[src/rtl/uart_tx_arbiter.sv]
// Round-robin arbiter that merges NUM_REQ byte streams into one UART input
// pipeline with atomic messages. Optional stall watchdog: UART_ARB_TIMEOUT_EN.
module uart_tx_arbiter #(
    parameter int NUM_REQ        = 4,
    parameter int TIMEOUT_CYCLES = 65535
) (
    input  logic                 clk_48mhz,
    input  logic                 reset_n,
    input  logic [8*NUM_REQ-1:0] req_data,
    input  logic [NUM_REQ-1:0]   req_valid,
    input  logic [NUM_REQ-1:0]   req_last,
    output logic [NUM_REQ-1:0]   req_ready,
    output logic [7:0]           uart_in_data,
    output logic                 uart_in_valid,
    input  logic                 uart_in_ready,
    output logic [NUM_REQ-1:0]   grant,
    output logic                 busy,
    output logic                 timeout
);

    localparam int                 IDX_W     = $clog2(NUM_REQ);
    localparam logic [IDX_W-1:0]   LAST_IDX  = IDX_W'(NUM_REQ - 1);
    localparam logic [NUM_REQ-1:0] GRANT_ONE = NUM_REQ'(1);

    typedef enum logic {
        ST_IDLE = 1'b0,
        ST_XFER = 1'b1
    } state_e;

    if (NUM_REQ < 2 || NUM_REQ > 8 || TIMEOUT_CYCLES < 1 || TIMEOUT_CYCLES > 65535) begin : g_param_check
        $error("uart_tx_arbiter: parameter out of range");
    end

    state_e               state_q, state_d;
    logic [NUM_REQ-1:0]   grant_q, grant_d;
    logic [IDX_W-1:0]     owner_q, owner_d;
    logic [IDX_W-1:0]     last_owner_q, last_owner_d;
    logic                 out_valid_q, out_valid_d;
    logic [7:0]           out_data_q, out_data_d;
    logic                 busy_q, busy_d;
    logic                 timeout_q, timeout_d;

    logic [IDX_W:0]       pick_s;
    logic [7:0]           gnt_data_s;
    logic                 gnt_valid_s;
    logic                 gnt_last_s;
    logic                 xfer_open_s;
    logic                 accept_s;

    // Returns {found, index} of the first valid requester after 'last', wrapping.
    function automatic logic [IDX_W:0] rr_pick(input logic [NUM_REQ-1:0] valid,
                                               input logic [IDX_W-1:0]   last);
        logic             found;
        logic [IDX_W-1:0] idx;
        int               cand;
        found = 1'b0;
        idx   = '0;
        for (int k = 1; k <= NUM_REQ; k++) begin
            cand = (int'(last) + k) % NUM_REQ;
            if (!found && valid[IDX_W'(cand)]) begin
                found = 1'b1;
                idx   = IDX_W'(cand);
            end else begin
                found = found;
            end
        end
        return {found, idx};
    endfunction

    // Steer the granted requester's byte, valid and last flags.
    always_comb begin
        gnt_data_s = 8'h00;
        for (int k = 0; k < NUM_REQ; k++) begin
            gnt_data_s = gnt_data_s | (req_data[8*k +: 8] & {8{grant_q[k]}});
        end
        gnt_valid_s = |(req_valid & grant_q);
        gnt_last_s  = |(req_last & grant_q);
    end

    // A byte may enter only when the output register is empty or draining now.
    assign xfer_open_s = (state_q == ST_XFER) && (!out_valid_q || uart_in_ready);
    assign accept_s    = xfer_open_s && gnt_valid_s;
    assign req_ready   = grant_q & {NUM_REQ{xfer_open_s}};
    assign pick_s      = rr_pick(req_valid, last_owner_q);

`ifdef UART_ARB_TIMEOUT_EN
    localparam logic [15:0] STALL_LIMIT = 16'(TIMEOUT_CYCLES - 1);

    logic [15:0] stall_cnt_q, stall_cnt_d;
    logic        stall_hit_s;

    // Count consecutive granted cycles with the owner's valid low.
    always_comb begin
        stall_hit_s = 1'b0;
        stall_cnt_d = 16'h0000;
        if (state_q == ST_XFER && !gnt_valid_s) begin
            if (stall_cnt_q == STALL_LIMIT) begin
                stall_hit_s = 1'b1;
                stall_cnt_d = 16'h0000;
            end else begin
                stall_cnt_d = stall_cnt_q + 16'h0001;
            end
        end else begin
            stall_cnt_d = 16'h0000;
        end
    end

    // Watchdog counter register.
    always_ff @(posedge clk_48mhz) begin
        if (!reset_n) begin
            stall_cnt_q <= 16'h0000;
        end else begin
            stall_cnt_q <= stall_cnt_d;
        end
    end
`endif

    // Arbitration FSM and output register next-state.
    always_comb begin
        state_d      = state_q;
        grant_d      = grant_q;
        owner_d      = owner_q;
        last_owner_d = last_owner_q;
        timeout_d    = 1'b0;
        out_valid_d  = out_valid_q;
        out_data_d   = out_data_q;

        if (accept_s) begin
            out_valid_d = 1'b1;
            out_data_d  = gnt_data_s;
        end else if (uart_in_ready) begin
            out_valid_d = 1'b0;
        end else begin
            out_valid_d = out_valid_q;
        end

        case (state_q)
            ST_IDLE: begin
                if (pick_s[IDX_W]) begin
                    state_d = ST_XFER;
                    owner_d = pick_s[IDX_W-1:0];
                    grant_d = GRANT_ONE << pick_s[IDX_W-1:0];
                end else begin
                    grant_d = '0;
                end
            end
            ST_XFER: begin
                if (accept_s && gnt_last_s) begin
                    state_d      = ST_IDLE;
                    grant_d      = '0;
                    last_owner_d = owner_q;
`ifdef UART_ARB_TIMEOUT_EN
                end else if (stall_hit_s) begin
                    state_d      = ST_IDLE;
                    grant_d      = '0;
                    last_owner_d = owner_q;
                    timeout_d    = 1'b1;
`endif
                end else begin
                    state_d = ST_XFER;
                end
            end
            default: begin
                state_d = ST_IDLE;
                grant_d = '0;
            end
        endcase

        busy_d = (state_d == ST_XFER) || out_valid_d;
    end

    // State and output registers; reset discards any partial message.
    always_ff @(posedge clk_48mhz) begin
        if (!reset_n) begin
            state_q      <= ST_IDLE;
            grant_q      <= '0;
            owner_q      <= '0;
            last_owner_q <= LAST_IDX;
            out_valid_q  <= 1'b0;
            out_data_q   <= 8'h00;
            busy_q       <= 1'b0;
            timeout_q    <= 1'b0;
        end else begin
            state_q      <= state_d;
            grant_q      <= grant_d;
            owner_q      <= owner_d;
            last_owner_q <= last_owner_d;
            out_valid_q  <= out_valid_d;
            out_data_q   <= out_data_d;
            busy_q       <= busy_d;
            timeout_q    <= timeout_d;
        end
    end

    assign grant         = grant_q;
    assign uart_in_valid = out_valid_q;
    assign uart_in_data  = out_data_q;
    assign busy          = busy_q;
    assign timeout       = timeout_q;

endmodule

[config.mk]
export PLATFORM = sky130hd
export DESIGN_NAME = uart_tx_arbiter
export DESIGN_NICKNAME = d
export VERILOG_FILES = /design/src/rtl/uart_tx_arbiter.sv
export SDC_FILE = /design/constraint.sdc
export NUM_CORES = 1
export LEC_CHECK = 0
export BUFFER_PORTS_ARGS = -buffer_cell sky130_fd_sc_hd__buf_2
export CAP_MARGIN = 20
export CORE_MARGIN = 5
export CORE_UTILIZATION = 45
export CTS_BUF_LIST = sky130_fd_sc_hd__clkbuf_16
export DETAILED_ROUTE_END_ITERATION = 7
export PLACE_DENSITY = 0.84
export SETUP_SLACK_MARGIN = 0.2
export SLEW_MARGIN = 10
export SYNTH_ARGS = -nofsm -noshare
export SYNTH_HDL_FRONTEND = slang
export SYNTH_SLANG_ARGS = --single-unit
[constraint.sdc]
create_clock -name clk_48mhz -period 2.5 [get_ports clk_48mhz]
set_input_delay 0.25 -clock clk_48mhz [delete_from_list [all_inputs] [get_ports clk_48mhz]]
set_output_delay 0.25 -clock clk_48mhz [all_outputs]
set_load 0.005 [all_outputs]
## Word-level counts from Yosys, hierarchy flattened

Cells that the tools add are included.

- Bits in registers: 19
- Input bits: 43
- Output and inout port bits: 19
- Word-level logic and storage cells: 72

- Add/subtract/negate cells: 4
- Magnitude comparators: 4
- Eq/ne operators: 1
- Shift operators: 1
- Muxes and demuxes: 28
- Bitwise logic cells: 11
- Reductions and logical operators: 16

Operators with widths:

| kind | count |
|---|---|
| bitwise AND 8 bit | 4 |
| bitwise OR 8 bit | 3 |
| less-than comparator 2 x 4 -> 1 bit (second input constant) | 4 |
| two-way mux 1 bit | 16 |
| bitwise AND 4 bit | 3 |
| binary-select mux 1 bit (select 2 bit) | 4 |
| two-way mux 2 bit | 4 |
| two-way mux 4 bit | 2 |
| one-hot mux 4 bit (2 select lines) | 1 |
| OR reduction 4 bit | 2 |
| logical AND 1 bit | 6 |
| adder 2 x 1 -> 2 bit (second input constant) | 2 |
| adder 2 bit (second input constant) | 2 |
| zero test 1 bit | 4 |
| AND reduction 2 bit | 2 |
| left shift 1 x 2 -> 4 bit (first input constant) | 1 |
| logical OR 1 bit | 2 |
| != test 2 x 1 -> 1 bit (second input constant) | 1 |
| one-hot mux 1 bit (2 select lines) | 1 |
| inverter 1 bit | 1 |

## Depth between registers and ports, before layout

Gate-level depths: netlist (run 1).

- Word-level depth: 17
- Gate-level depth with buffers: 6
- Mapped depth without buffers: 5

## Worst setup path before layout (run 1)

Ideal clock, no wire load.

- Kind: register -> register
- From: register grant_q[3], in the netlist grant[3]
- To: register grant_q[3], in the netlist grant[3]
- Library setup time: 0.115 ns
- Data arrival time: 1.192 ns
- Required time: 2.385 ns
- Setup slack: 1.193 ns
- Cell stages (with the launch flop): 6
- Buffers on the path: 0
- Period minus slack after synthesis: 1.307 ns
- Path through: dfxtp_1 > a22oi_1 > a211oi_2 > nand2_1 > and3_1 > o21a_1

- Cells in the longest elaborated chain, start to end: 5
- Elaborated cells on any way between the ends: 7
- Those cells by class: eq/ne (1); bitwise (2); reduce/logical (4)

RTL lines:

| what | line | RTL |
|---|---|---|
| start: declaration | 35 | `logic [NUM_REQ-1:0] grant_q, grant_d;` |
| start signal: assignment | 185 | `grant_q <= grant_d;` |
| bitwise AND 4 bit | 76 | `gnt_valid_s = \|(req_valid & grant_q);` |
| OR reduction 4 bit | 76 |  |
| logical AND 1 bit | 82 | `assign accept_s = xfer_open_s && gnt_valid_s;` |
| logical AND 1 bit (*) | 148 | `if (accept_s && gnt_last_s) begin` |
| != test 2 x 1 -> 1 bit (no source line) (*) | - |  |

Every way passes the cells marked *; elsewhere a longest branch is shown, timed or not.
A chain may end at the register's enable or synchronous reset.

## Worst setup path after layout (run 1)

Ends and elaborated chain as after synthesis.

==> metrics.md, run 1 <==
| Metric | Value |
|---|---|
| Xor and xnor area share after synthesis | 0% |
| Antenna fix cells | 0 |
| Die height | 57.9 um |
| PostCTS Resize Cnt | 0 |
| Logic pwr share | 16.7% |
| Crit end category | register |
| Post-DP HPWL | 2.36 mm |
| Worst-case reg-to-reg path depth | 5 |
| Fmax | 0.574 GHz |
| Post-synthesis mux area share | 0% |
| Status | completed |
| # rows | 17 |
| # hold bufs at CTS | 0 |
| Wirelength per Cell | 15.5 um |
| First-pass GRT wire length | 5.03 mm |
| Internal | 0.605 mW |
| Vias in the first global route | 1198 |
| Switching Fraction | 24.2% |
| First-pass iteration count of the detailed router | 4 |
| Adder-cell share of the synthesized area | 0% |
| Final setup TNS | 0 ns |
| CP Max Fanout | 13 |
| YS warnings | 0 |
| Required time of the worst setup path | 2.64 ns |
| Max H-tree Level | 1 |
| Min-Delay Path Depth | 2 |
| Slew Limit Fails | 0 |
| EDFF count, synth | 0 |
| Mapped Nets | 160 |
| Leading cell types in the layout, fill and taps excluded | 60 x buf_2, 20 x a22oi_1, 19 x dfxtp_1, 11 x nand3_1, 9 x o211a_1 |
| Leak Pwr | 0.747 nW |
| Layout Nets | 217 |
| Area growth syn-to-layout | 36.5% |
| Hold Crit Class | input port to register |
| Clock root cell | clkbuf_16 |
| Fin util | 64.2% |
| Core ar. | 2190 um2 |
| Setup skew after layout | 0.00216 ns |
| Asr flop ratio synth | 0% |
| Worst slew margin relative to its limit | 63.0% |
| Register area share after synthesis | 36.9% |
| Clock Sink Count | 19 |
| Cts bufs inserted | 3 |
| Reg-to-Reg Start | grant[3] |
| Final min period | 1.74 ns |
| Post-DP Area | 1330 um2 |
| Clk slew on worst S/H paths | 0.05 ns |
| Total gr overflow | 0 |
| Initial Util | 47.1% |
| Residual DRC count | 0 |
| Design area | 1410 um2 |
| Num ports | 62 |
| Setup crit start | grant[3] |
| RSZ-0062 raised after global routing | no |
| Overall global routing resource usage | 19.0% |
| WS Path Type | register to register |
| Cell Area, Synth | 1030 um2 |
| CTS tree | yes |
| Peak supply drop | 0.389 mV |
| IO Port Bufs | 60 |
| Cell Pwr Density | 567 nW/um2 |
| Most common cell after layout, fill and taps aside | buf_2 |
| 1st-iter DRT viols | 42 |
| Synth cell types | 30 |
| CTS max path bufs | 2 |
| Flop pwr share | 43.4% |
| Setup slack, reg-to-reg | 0.76 ns |
| Post-DRT Antenna Nets | 0 |
| Psw | 0.193 mW |
| Fin crit share | 69.6% |
| Final WL | 3.11 mm |
| # setup viols final | 0 |
| Drt via density | 5.76 |
| Worst-Skew Late Latency | 0.25 ns |
| Largest family of logic cells by synthesized area | compound AO/OA/AOI/OAI gates |
| Top_reg_cell synth | dfxtp_1 |
| CP startpoint kind | register |
| Post-synthesis compound-gate area fraction | 37.5% |
| Synth Instances | 117 |
| Layout cells sized above 1 | 41.0% |
| Worst hold slack | 0.351 ns |
| Largest net degree at the start of global routing | 20 |
| Die width | 57.9 um |
| Worst-Margin Slew | 0.550 ns |
| Crit Reg-Reg Endpoint | grant[3] |
| Mean Syn Cell Area | 8.81 um2 |
| Clock power share | 39.9% |
| Hold wc startpoint | reset_n |
| Via count | 1157 |
| Hold Crit Endpoint | last_owner_q[1] |
| Die area | 3350 um2 |
| MaxCap Viol Count | 0 |
| Initial antenna violation count | 0 |
| Worst EP arrival | 1.88 ns |
| Placer congestion estimate | 0.897 |
| Synth Register Bits | 19 |
| Post-synthesis simple-gate area fraction | 19.4% |
| Final Hold Fails | 0 |
| Setup repair bufs after CTS | 0 |
-- area by class of cell --
cell class,instances,area (um2)
clock buffer,3,75.1
timing repair buffer,62,315
sequential,19,380
fill,190,783
tap,28,35.0
multi-input combinational,86,591
inverter,2,7.51
clock inverter,1,3.75
-- layer usage --
metal | up-vias | routed length, um | GRT usage (%)
met5 | - | 0 | 0
met2 | 57 | 1520 | 35.0
met1 | 539 | 1270 | 21.3
li1 | 557 | - | -
met4 | 0 | 30 | 6.62
met3 | 4 | 278 | 4.01
-- synth_stat cells (2+ instances only) --
| master | number | area share [%] |
|---|---|---|
| a21oi_1 | 4 | 1.9 |
| and3_1 | 5 | 3.0 |
| nor2_1 | 5 | 1.8 |
| o21ai_0 | 3 | 1.5 |
| nand2_1 | 4 | 1.5 |
| o211a_1 | 9 | 8.7 |
| a21boi_1 | 2 | 1.5 |
| dfxtp_1 | 19 | 37 |
| buf_4 | 2 | 1.5 |
| a211oi_2 | 2 | 2.4 |
| inv_1 | 2 | 0.73 |
| a22oi_1 | 20 | 15 |
| or2b_1 | 2 | 1.5 |
| nor2b_1 | 3 | 1.8 |
| nand2b_1 | 2 | 1.2 |
| o21a_1 | 3 | 2.2 |
| nand3_1 | 11 | 5.3 |
| clkbuf_1 | 7 | 2.5 |
-- through the flow --
step / total power [mW] / setup WS (ns) / cells
global route: 0.835 / 0.651 / 201
global placement: 0.478 / 0.890 / 197
CTS: 0.807 / 0.783 / 201
finish: 0.798 / 0.759 / 201
floorplan: 0.419 / 1.19 / 117
detailed placement: 0.485 / 0.774 / 197
-- sequential cells by signal, indices dropped and copies added, names as in the netlist --
| name | flops |
|---|---|
| busy | 1 |
| uart_in_valid | 1 |
| grant | 4 |
| owner_q | 2 |
| state_q | 1 |
| uart_in_data | 8 |
| last_owner_q | 2 |
-- worst max path at each step --
stage / end / slack [ns]
5_1_grt: grant[3] / 0.65
3_3_place_gp: grant[3] / 0.89
2_1_floorplan: grant[3] / 1.19
3_5_place_dp: grant[3] / 0.77
4_1_cts: grant[3] / 0.78
6_report: grant[3] / 0.76
-- cells by family (layout without fill, tap and decap cells) --
kind of cell | count (synthesis) | count (layout)
simple gates | 37 | 37
other cells | 1 | 1
buf+inv | 12 | 68
compound gates | 48 | 48
flops | 19 | 19
-- power by group through the flow --
stage	Clock, mW	Combinational [mW]	Sequential [mW]
after floorplan	0	0.0783	0.341
after CTS	0.327	0.134	0.345
after global placement	0	0.129	0.350
final	0.319	0.133	0.346
after detailed placement	0	0.133	0.351
after global routing	0.338	0.148	0.349
-- worst max-delay path: stages, from the launching register on --
cell      delay [ns]
dfxtp_1         0.60
a22oi_1         0.18
a211oi_2        0.28
nand2_1         0.19
and3_1          0.23
o21a_1          0.16
Note: power is estimated with default switching activity, not from simulation.
==> run 2, diff against run 1 <==
- ABC_AREA: default -> 1
- PLACE_DENSITY: 0.84 -> 0.8
- clock period: 2.5 -> 1.75 ns (I/O delays scaled with it)
==> run 2 against run 1 <==
Cell area increased by 20%. Register-to-register slack got worse by 0.48 ns. Synthesized area increased by 20%. Non-clock buffer count increased by 6. Final cell count increased by 37%. Count of clock-buffer cells in the layout unchanged. Worst setup slack got worse by 0.48 ns. Sequential power increased by 40%. Clock power increased by 50%. Critical endpoint is now grant[0]. Largest cell class unchanged. Largest power group unchanged.
==> metrics.md, run 2 <==
| Metric | Value |
|---|---|
| Status | completed |
| Critical path's slowest cell | dfxtp_4 |
| CP peak stage delay | 0.38 ns |
| Cell Pwr Density | 753 nW/um2 |
| First-pass GRT wire length | 5.64 mm |
| MaxCap Viol Count | 0 |
| Hold wc startpoint | req_data[5] |
| Mean Syn Cell Area | 6.85 um2 |
| Crit-path cells | buf_6 > nand2_1 > nand2_2 > nand2_2 > a21boi_0 > nand2_1 > nand2_2 > nand3_1 > a21oi_1 |
| Peak supply drop | 0.585 mV |
| Power Total | 1.27 mW |
| Core ar. | 2690 um2 |
| Asr flop ratio synth | 0% |
| Placed cell count | 270 |
| Xor and xnor area share after synthesis | 0% |
| Setup slack, reg-to-reg | 0.28 ns |
| Leading cell types in the layout, fill and taps excluded | 60 x buf_2, 44 x nand2_1, 18 x nand2_2, 17 x dfxtp_1, 15 x a21oi_1 |
| Area growth syn-to-layout | 36.0% |
| Vias in the first global route | 1257 |
| Hold Crit Endpoint | uart_in_data[5] |
| Top_reg_cell synth | dfxtp_1 |
| Placer congestion estimate | 0.902 |
| Final setup TNS | 0 ns |
| CTS max path bufs | 2 |
| FF/Latch Area | 385 um2 |
| Post-synthesis compound-gate area fraction | 25.4% |
| Cts bufs inserted | 3 |
| Post-synthesis mux area share | 0% |
| CTS tree | yes |
| CP startpoint kind | register |
| Layout cells sized above 1 | 42.0% |
| Largest register FFs | 8 |
| Residual DRC count | 0 |
| Post-DRT Antenna Nets | 0 |
| Crit end category | register |
| Worst-case reg-to-reg path depth | 9 |
| Design area | 1690 um2 |
| CP Max Fanout | 6 |
| Register area share after synthesis | 30.7% |
| Total gr overflow | 0 |
| Share of the synthesized area in the top cell type | 30.7% |
| Final min period | 1.47 ns |
| Reg-to-Reg Start | last_owner_q[0] |
| RSZ-0062 raised after global routing | yes |
| Drt via density | 5.11 |
| Clk slew on worst S/H paths | 0.06 ns |
| WS Path Type | register to register |
| Initial Util | 46.2% |
| Multi-input gate area | 743 um2 |
| Most common cell in the synthesized netlist | nand2_1 |
| Synth Register Bits | 19 |
| IO Port Bufs | 60 |
| Final WL | 3.44 mm |
| YS warnings | 0 |
| Synth cell count leaders | 45 x nand2_1, 19 x dfxtp_1, 17 x nand2_2 |
| Min-Delay Path Depth | 3 |
| Adder-cell share of the synthesized area | 0% |
| Post-DP HPWL | 2.66 mm |
| Die height | 62.5 um |
| Fillers | 248 |
| Synth Instances | 181 |
| Fin crit share | 84.2% |
| 1st-iter DRT viols | 126 |
| Max H-tree Level | 1 |
| Initial antenna violation count | 0 |
| # setup viols final | 0 |
| Fin util | 62.8% |
| Post-DP Area | 1580 um2 |
| Most used cell, CP | nand2_2 |
| Post-synthesis simple-gate area fraction | 34.0% |
| Clock root cell | clkbuf_16 |
| Leak Pwr | 0.888 nW |
| Non-filler cells in the finished layout | 276 |
| Synth cell types | 28 |
| Antenna fix cells | 0 |
| Worst-Skew Late Latency | 0.25 ns |
| Worst EP arrival | 1.64 ns |
| Hold Crit Class | input port to register |
| # rows | 19 |
| Die area | 3910 um2 |
| First-pass iteration count of the detailed router | 4 |
| Most common cell after layout, fill and taps aside | buf_2 |
| # hold bufs at CTS | 0 |
| Largest family of logic cells by synthesized area | simple AND/OR/NAND/NOR gates |
| EDFF count, synth | 0 |
| Overall global routing resource usage | 17.1% |
| Final Hold Fails | 0 |
| Wirelength per Cell | 12.5 um |
| Crit Reg-Reg Endpoint | grant[0] |
| Via count | 1409 |
| Die width | 62.5 um |
| Clock Sink Count | 19 |
| Fmax | 0.679 GHz |
| Mapped Nets | 224 |
| Largest cells by area after synthesis | dfxtp_1 31%, nand2_1 14%, nand2_2 8.6% |
| Cell Area, Synth | 1240 um2 |
| Top cell type by total area after synthesis | dfxtp_1 |
| Largest net degree at the start of global routing | 17 |
| Required time of the worst setup path | 1.92 ns |
| Slew Limit Fails | 0 |
| Layout Nets | 289 |
| Setup skew after layout | 0.00451 ns |
| Num ports | 62 |
## run 2: changes by cell type after synthesis, moves of 5 or more
cell,delta
o21ai_0,+6
a221oi_1,+8
nand2_2,+17
nand2_1,+41
a22o_1,+8
a22oi_1,-20
inv_1,+12
nor2_1,+5
o211a_1,-9
and3_1,-5
a21oi_1,+11
## run 2: cell families (layout without fill, tap and decap cells)
family	Yosys count	count (layout)
AND/OR/NAND/NOR	89	89
AO/OA/AOI/OAI	46	46
buffers and inverters	26	90
flip-flops	19	19
other	1	1
## run 2: how the worst max path moves through the flow
stage                    start       end  slack [ns]  depth (start not counted)
2_1_floorplan  last_owner_q[0]      busy        0.39                         10
3_3_place_gp   last_owner_q[0]      busy        0.10                          8
3_5_place_dp   last_owner_q[0]      busy        0.08                          8
4_1_cts        last_owner_q[0]      busy        0.23                          8
5_1_grt        last_owner_q[0]  grant[2]        0.16                         13
6_report       last_owner_q[0]  grant[0]        0.28                          9
## run 2: critical path, delay by kind of cell (launching register included)
family / cells / cell delay, ns
buffers and inverters: 1 / 0.13
DFF: 1 / 0.38
AOI/OAI and AO/OA: 2 / 0.36
and+or+nand+nor: 6 / 0.51
## run 2: routing by layer
metal	vias to the layer above	share of wire, %	global-route usage [%]
met3	4	6.3	3.96
met2	53	46	25.5
li1	733	-	-
met1	619	46	24.2
met4	0	1.0	5.04
met5	-	0	0
## run 2: repair_timing
action	in CTS	in global routing
buffers inserted	0	2
gates resized for setup	1	6
pin swaps	0	1
endpoints found under the setup margin	7	7
gates cloned	0	0
## run 2: final cells by class
type | instances | share of cell area [%]
inverter | 18 | 4.45
clock inverter | 1 | 0.297
tap | 31 | 2.30
clock buffer | 3 | 4.45
sequential | 19 | 22.8
multi-input combinational | 136 | 44.1
timing repair buffer | 68 | 21.6
## run 2: power breakdown
group / total (mW) / switching [mW] / internal [mW] / leakage (nW)
sequential: 0.484 / 0.0200 / 0.464 / 0.155
combinational: 0.306 / 0.166 / 0.141 / 0.693
clock: 0.480 / 0.173 / 0.307 / 0.0409
## run 2: through the flow
stage          hold slack [ns]  worst slack, ns
3_3_place_gp             0.455            0.103
3_5_place_dp             0.460           0.0843
4_1_cts                  0.197            0.229
5_1_grt                  0.214            0.162
2_1_floorplan            0.313            0.386
6_report                 0.196            0.277
